$ cat src/rtl/mul_sequencer.sv
// Multicycle radix-2 shift-add multiplier for MUL/UMULL/SMULL.
// Holds the core's main FSM through stall until the product is ready.
module mul_sequencer #(
  parameter int WIDTH = 32
) (
  input  logic             clk,
  input  logic             reset,
  input  logic             start,
  input  logic [1:0]       op,
  input  logic [WIDTH-1:0] a,
  input  logic [WIDTH-1:0] b,
  output logic             stall,
  output logic             busy,
  output logic             done,
  output logic [WIDTH-1:0] result_lo,
  output logic [WIDTH-1:0] result_hi,
  output logic             n_flag,
  output logic             z_flag
);

  localparam int CW = $clog2(WIDTH) + 1;
  localparam int PW = 2 * WIDTH;

  localparam logic [1:0] OP_UMULL = 2'b01;
  localparam logic [1:0] OP_SMULL = 2'b10;

  typedef enum logic [1:0] {
    IDLE = 2'd0,
    CALC = 2'd1,
    DONE = 2'd2
  } state_t;

  state_t           r_state;
  logic [1:0]       r_op;
  logic [WIDTH-1:0] r_mcand;
  logic [WIDTH-1:0] r_mplier;
  logic             r_neg;
  logic [PW-1:0]    r_acc;
  logic [CW-1:0]    r_cnt;
  logic             r_busy;
  logic             r_done;
  logic [WIDTH-1:0] r_result_lo;
  logic [WIDTH-1:0] r_result_hi;
  logic             r_n_flag;
  logic             r_z_flag;

  logic             w_accept;
  logic             w_smull_in;
  logic [WIDTH-1:0] w_mcand_in;
  logic [WIDTH-1:0] w_mplier_in;
  logic             w_neg_in;
  logic [PW-1:0]    w_pp;
  logic [PW-1:0]    w_acc_final;
  logic [PW-1:0]    w_prod;
  logic             w_last;
  logic             w_long;
  logic             w_n;
  logic             w_z;

  assign w_accept   = (r_state == IDLE) & start;
  assign w_smull_in = (op == OP_SMULL);

  // Signed operands are reduced to magnitudes; the most negative value maps
  // to itself, which is still the correct unsigned magnitude.
  assign w_mcand_in  = (w_smull_in & a[WIDTH-1]) ? -a : a;
  assign w_mplier_in = (w_smull_in & b[WIDTH-1]) ? -b : b;
  assign w_neg_in    = w_smull_in & (a[WIDTH-1] ^ b[WIDTH-1]);

  assign w_pp        = r_mplier[0] ? ({{WIDTH{1'b0}}, r_mcand} << r_cnt) : '0;
  assign w_acc_final = r_acc + w_pp;
  assign w_prod      = r_neg ? -w_acc_final : w_acc_final;
  assign w_last      = (r_cnt == CW'(WIDTH - 1));

  // Opcode 11 falls through to plain MUL behaviour.
  assign w_long = (r_op == OP_UMULL) | (r_op == OP_SMULL);
  assign w_n    = w_long ? w_prod[PW-1] : w_prod[WIDTH-1];
  assign w_z    = w_long ? (w_prod == '0) : (w_prod[WIDTH-1:0] == '0);

  assign stall     = (r_state == CALC) | w_accept;
  assign busy      = r_busy;
  assign done      = r_done;
  assign result_lo = r_result_lo;
  assign result_hi = r_result_hi;
  assign n_flag    = r_n_flag;
  assign z_flag    = r_z_flag;

  always_ff @(posedge clk or negedge reset) begin
    if (!reset) begin
      r_state     <= IDLE;
      r_op        <= '0;
      r_mcand     <= '0;
      r_mplier    <= '0;
      r_neg       <= 1'b0;
      r_acc       <= '0;
      r_cnt       <= '0;
      r_busy      <= 1'b0;
      r_done      <= 1'b0;
      r_result_lo <= '0;
      r_result_hi <= '0;
      r_n_flag    <= 1'b0;
      r_z_flag    <= 1'b0;
    end else begin
      r_done <= 1'b0;
      case (r_state)
        IDLE: begin
          if (start) begin
            r_state  <= CALC;
            r_busy   <= 1'b1;
            r_op     <= op;
            r_mcand  <= w_mcand_in;
            r_mplier <= w_mplier_in;
            r_neg    <= w_neg_in;
            r_acc    <= '0;
            r_cnt    <= '0;
          end
        end
        CALC: begin
          r_acc    <= w_acc_final;
          r_mplier <= r_mplier >> 1;
          r_cnt    <= r_cnt + CW'(1);
          // Result and flags are captured from the final partial sum directly.
          if (w_last) begin
            r_state     <= DONE;
            r_busy      <= 1'b0;
            r_done      <= 1'b1;
            r_result_lo <= w_prod[WIDTH-1:0];
            r_result_hi <= w_long ? w_prod[PW-1:WIDTH] : '0;
            r_n_flag    <= w_n;
            r_z_flag    <= w_z;
          end
        end
        DONE: begin
          r_state <= IDLE;
        end
        default: begin
          r_state <= IDLE;
        end
      endcase
    end
  end

endmodule
$ cat config.mk
export PLATFORM = sky130hd
export DESIGN_NAME = mul_sequencer
export DESIGN_NICKNAME = d
export VERILOG_FILES = /design/src/rtl/mul_sequencer.sv
export SDC_FILE = /design/constraint.sdc
export NUM_CORES = 1
export LEC_CHECK = 0
export ABC_AREA = 1
export ABC_CLOCK_PERIOD_IN_PS = 12500
export CAP_MARGIN = 25
export CORE_UTILIZATION = 27
export CTS_CLUSTER_DIAMETER = 150
export DETAILED_ROUTE_END_ITERATION = 8
export SLEW_MARGIN = 20
export SYNTH_ARGS = -nofsm -noshare
export SYNTH_HDL_FRONTEND = slang
export SYNTH_SLANG_ARGS = --single-unit
$ cat constraint.sdc
create_clock -name clk -period 12.5 [get_ports clk]
set_clock_uncertainty 0.1 [all_clocks]
set_input_delay 3.75 -clock clk [delete_from_list [all_inputs] [get_ports clk]]
set_output_delay 3.75 -clock clk [all_outputs]
set_load 0.02 [all_outputs]
==> run_results.csv <==
group,metric,value,unit
finish,syn2layout_area_growth,16.4,%
logic_synthesis,synth-simple-area-share,40.9,%
floorplanning,start_util,27.2,%
floorplanning,io_pins,138,
placed_design,gp_congestion,1.01,
grt,grt_pass1_vias,20030,
clock_tree,ctsResizeCount,0,
logic_synthesis,synth.most_common_cell,"nand2_1",
logic_synthesis,synth_area_leader_cell,"dfrtp_1",
clock_tree,cts_buffers,27,
sta,relSlewSlack,33.1,%
logic_synthesis,syn-num-nets,3641,
logic_synthesis,synth_adder_area_share,4.24,%
sta,setup_violations,0,
drt,wirelength,76.5,mm
drt,via_count,22195,
sta,fin_crit_sh,73.8,%
placed_design,port_buffers,137,
floorplanning,num_rows,100,
drt,drtIter0Drc,1865,
finish,layout-drive-gt1-share,4.13,%
sta,fmax,108,MHz
logic_synthesis,synth_common_cells,"nand2_1, inv_1, nor2_1",
clock_tree,clockRootBuffer,"clkbuf_16",
min_path,min_path_cells,2,
critical_path,worstPathArrival,5380,ps
logic_synthesis,synth_area,20200,um^2
drt,via_per_inst,4.85,
placed_design,place_area,22600,um^2
grt,grt-ovfl-total,0,
logic_synthesis,postSynthCellCount,3504,
critical_path,crit_path_end_kind,"output pin",
logic_synthesis,synth_edf_count,0,
drt,ant_nets,0,
sta,hold_viol,0,
logic_synthesis,synth-async-reset-ratio,100,%
critical_path,critical_path_required,8650,ps
floorplanning,die_h,276,um
clock_tree,insertion_delay,570,ps
sta,drv_slew,0,
clock_tree,clk_path_buf_depth,3,
clock_tree,htreeDepth,1,
drt,wl_per_cell,16.7,um
grt,grt_max_degree,83,
logic_synthesis,synth_area_leaders,"dfrtp_1, nand2_1, inv_1",
finish,fin_nets,3727,
sta,rsz0062_at_grt,"no",
logic_synthesis,yosys_warnings,0,
logic_synthesis,synth_xor_xnor_area_share,3.90,%
run_status,status,"finished, final reports clean",
placed_design,dp_hpwl,62.4,mm
job,cap_violations,0,
critical_path,cp_max_fo,8,
critical_path,reg2reg_depth,34,
finish,antennaDiodeCount,0,
logic_synthesis,yosysSeqAreaShare,25.6,%
sta,setup-tns-final,0,ps
clock_tree,cts_tree,"yes",
critical_path,worstSetupPathType,"primary input to output pin",
floorplanning,die_w,276,um
clock_tree,cts.sinks,207,
logic_synthesis,synth_cell_type_count,47,
sta,fin_crit,9230,ps
logic_synthesis,synth_mux_area_share,0.791,%
logic_synthesis,synth_top_family_by_area,"simple AND/OR/NAND/NOR gates",
sta,worst_pin_slew,996,ps
critical_path,regToRegSetupSlack,5690,ps
logic_synthesis,synth_top_area_share,25.6,%
min_path,min-delay-start,"busy$_DFFE_PN0P_",
drt,drcViolationCount,0,
grt,grt_use_total,19.9,%
clock_tree,clkTransAtPathRegs,50,ps
critical_path,reg2reg_from,"r_cnt[1]$_DFFE_PN0P_",
grt,grt_pass1_wl,117,mm
finish,fin_area,23600,um^2
logic_synthesis,synth_top_flop_cell,"dfrtp_1",
critical_path,r2r_end,"z_flag$_DFFE_PN0P_",
floorplanning,die_area,76000,um^2
min_path,min_to,"busy$_DFFE_PN0P_",
grt,antenna_found_initial,2,
logic_synthesis,synth-compound-area-share,13.4,%
floorplanning,fp.coreArea,74300,um^2
clock_tree,cts.hold.buffers_added,0,
clock_tree,cts_setup_buffers,0,
logic_synthesis,avgSynthCellArea,5.78,um^2
logic_synthesis,ys_seq_elements,207,
min_path,min_path_type,"flop to flop",
drt,first_pass_iters,6,
critical_path,start_kind,"primary input",
## placed cells by master (no fill, tap or decap), types with 21 or more instances in the layout
cell / n
nor2_2: 21
inv_1: 482
xnor2_1: 24
nand4_1: 32
dfrtp_1: 206
nor3_1: 37
nor2_1: 344
clkbuf_16: 27
o22ai_1: 24
a21oi_1: 66
nand2_2: 31
ha_1: 67
nand3_1: 188
o21ai_0: 322
xor2_1: 66
clkdlybuf4s50_1: 136
nand2_1: 1340
a22oi_1: 31
## cell type report
cell class              instances  area [um^2]
inverters                     500         1880
clock buffers                  35          756
well taps                     969         1210
clock inverters                13          181
fillers                      8438        50800
multi-input cells            2698        12800
flip-flops and latches        207         5180
repair buffers                156         1550
## state kept, by name, summed over array words and instances (netlist names), 2 cells and up
| register | cells |
|---|---|
| r_op | 2 |
| result_hi | 32 |
| r_cnt | 6 |
| r_mplier | 32 |
| result_lo | 32 |
| r_state | 2 |
| r_acc | 64 |
| r_mcand | 32 |
## cell families after synthesis
| logic type | count (synthesis) |
|---|---|
| and+or+nand+nor | 2031 |
| buffers and inverters | 599 |
| AOI/OAI and AO/OA | 493 |
| DFF | 207 |
| xor gates and xnor gates | 90 |
| adders and majority gates | 68 |
| muxes | 16 |
## worst max-delay path, cell delays in order
cell,delay [ps]
clkdlybuf4s50_1,450
nand2_1,60
nor2_1,210
nor2_4,50
clkinv_1,210
clkdlybuf4s50_1,650
## per-stage QoR
stage | hold WS, ps | std cells | setup slack [ps] | util, %
2_1_floorplan | 350 | 3504 | 3980 | -
3_3_place_gp | 360 | 4526 | 3250 | 30.4
3_5_place_dp | 366 | 4527 | 3280 | 30.4
4_1_cts | 382 | 4575 | 3270 | 31.6
5_1_grt | 396 | 4578 | 3210 | 31.7
6_report | 371 | 4578 | 3270 | 31.7
## layer usage
layer  vias to the layer above  wire length (um)  GRT usage [%]
li1                      11207                 -              -
met1                     10120             36400           28.4
met2                       729             32200           30.5
met3                       137              4720           2.32
met4                         2              3160           7.33
met5                         -                13              0
## worst max-delay path by stage
stage,slack (ps),depth (start not counted),from,end
floorplan,3980,5,start,stall
global placement,3250,6,start,stall
detailed placement,3280,6,start,stall
CTS,3270,6,start,stall
global route,3210,6,start,stall
finish,3270,6,start,stall
Power is left out: the tool's default activity adds up to more than one toggle a clock period on the data nets, which glitch-free logic cannot reach.
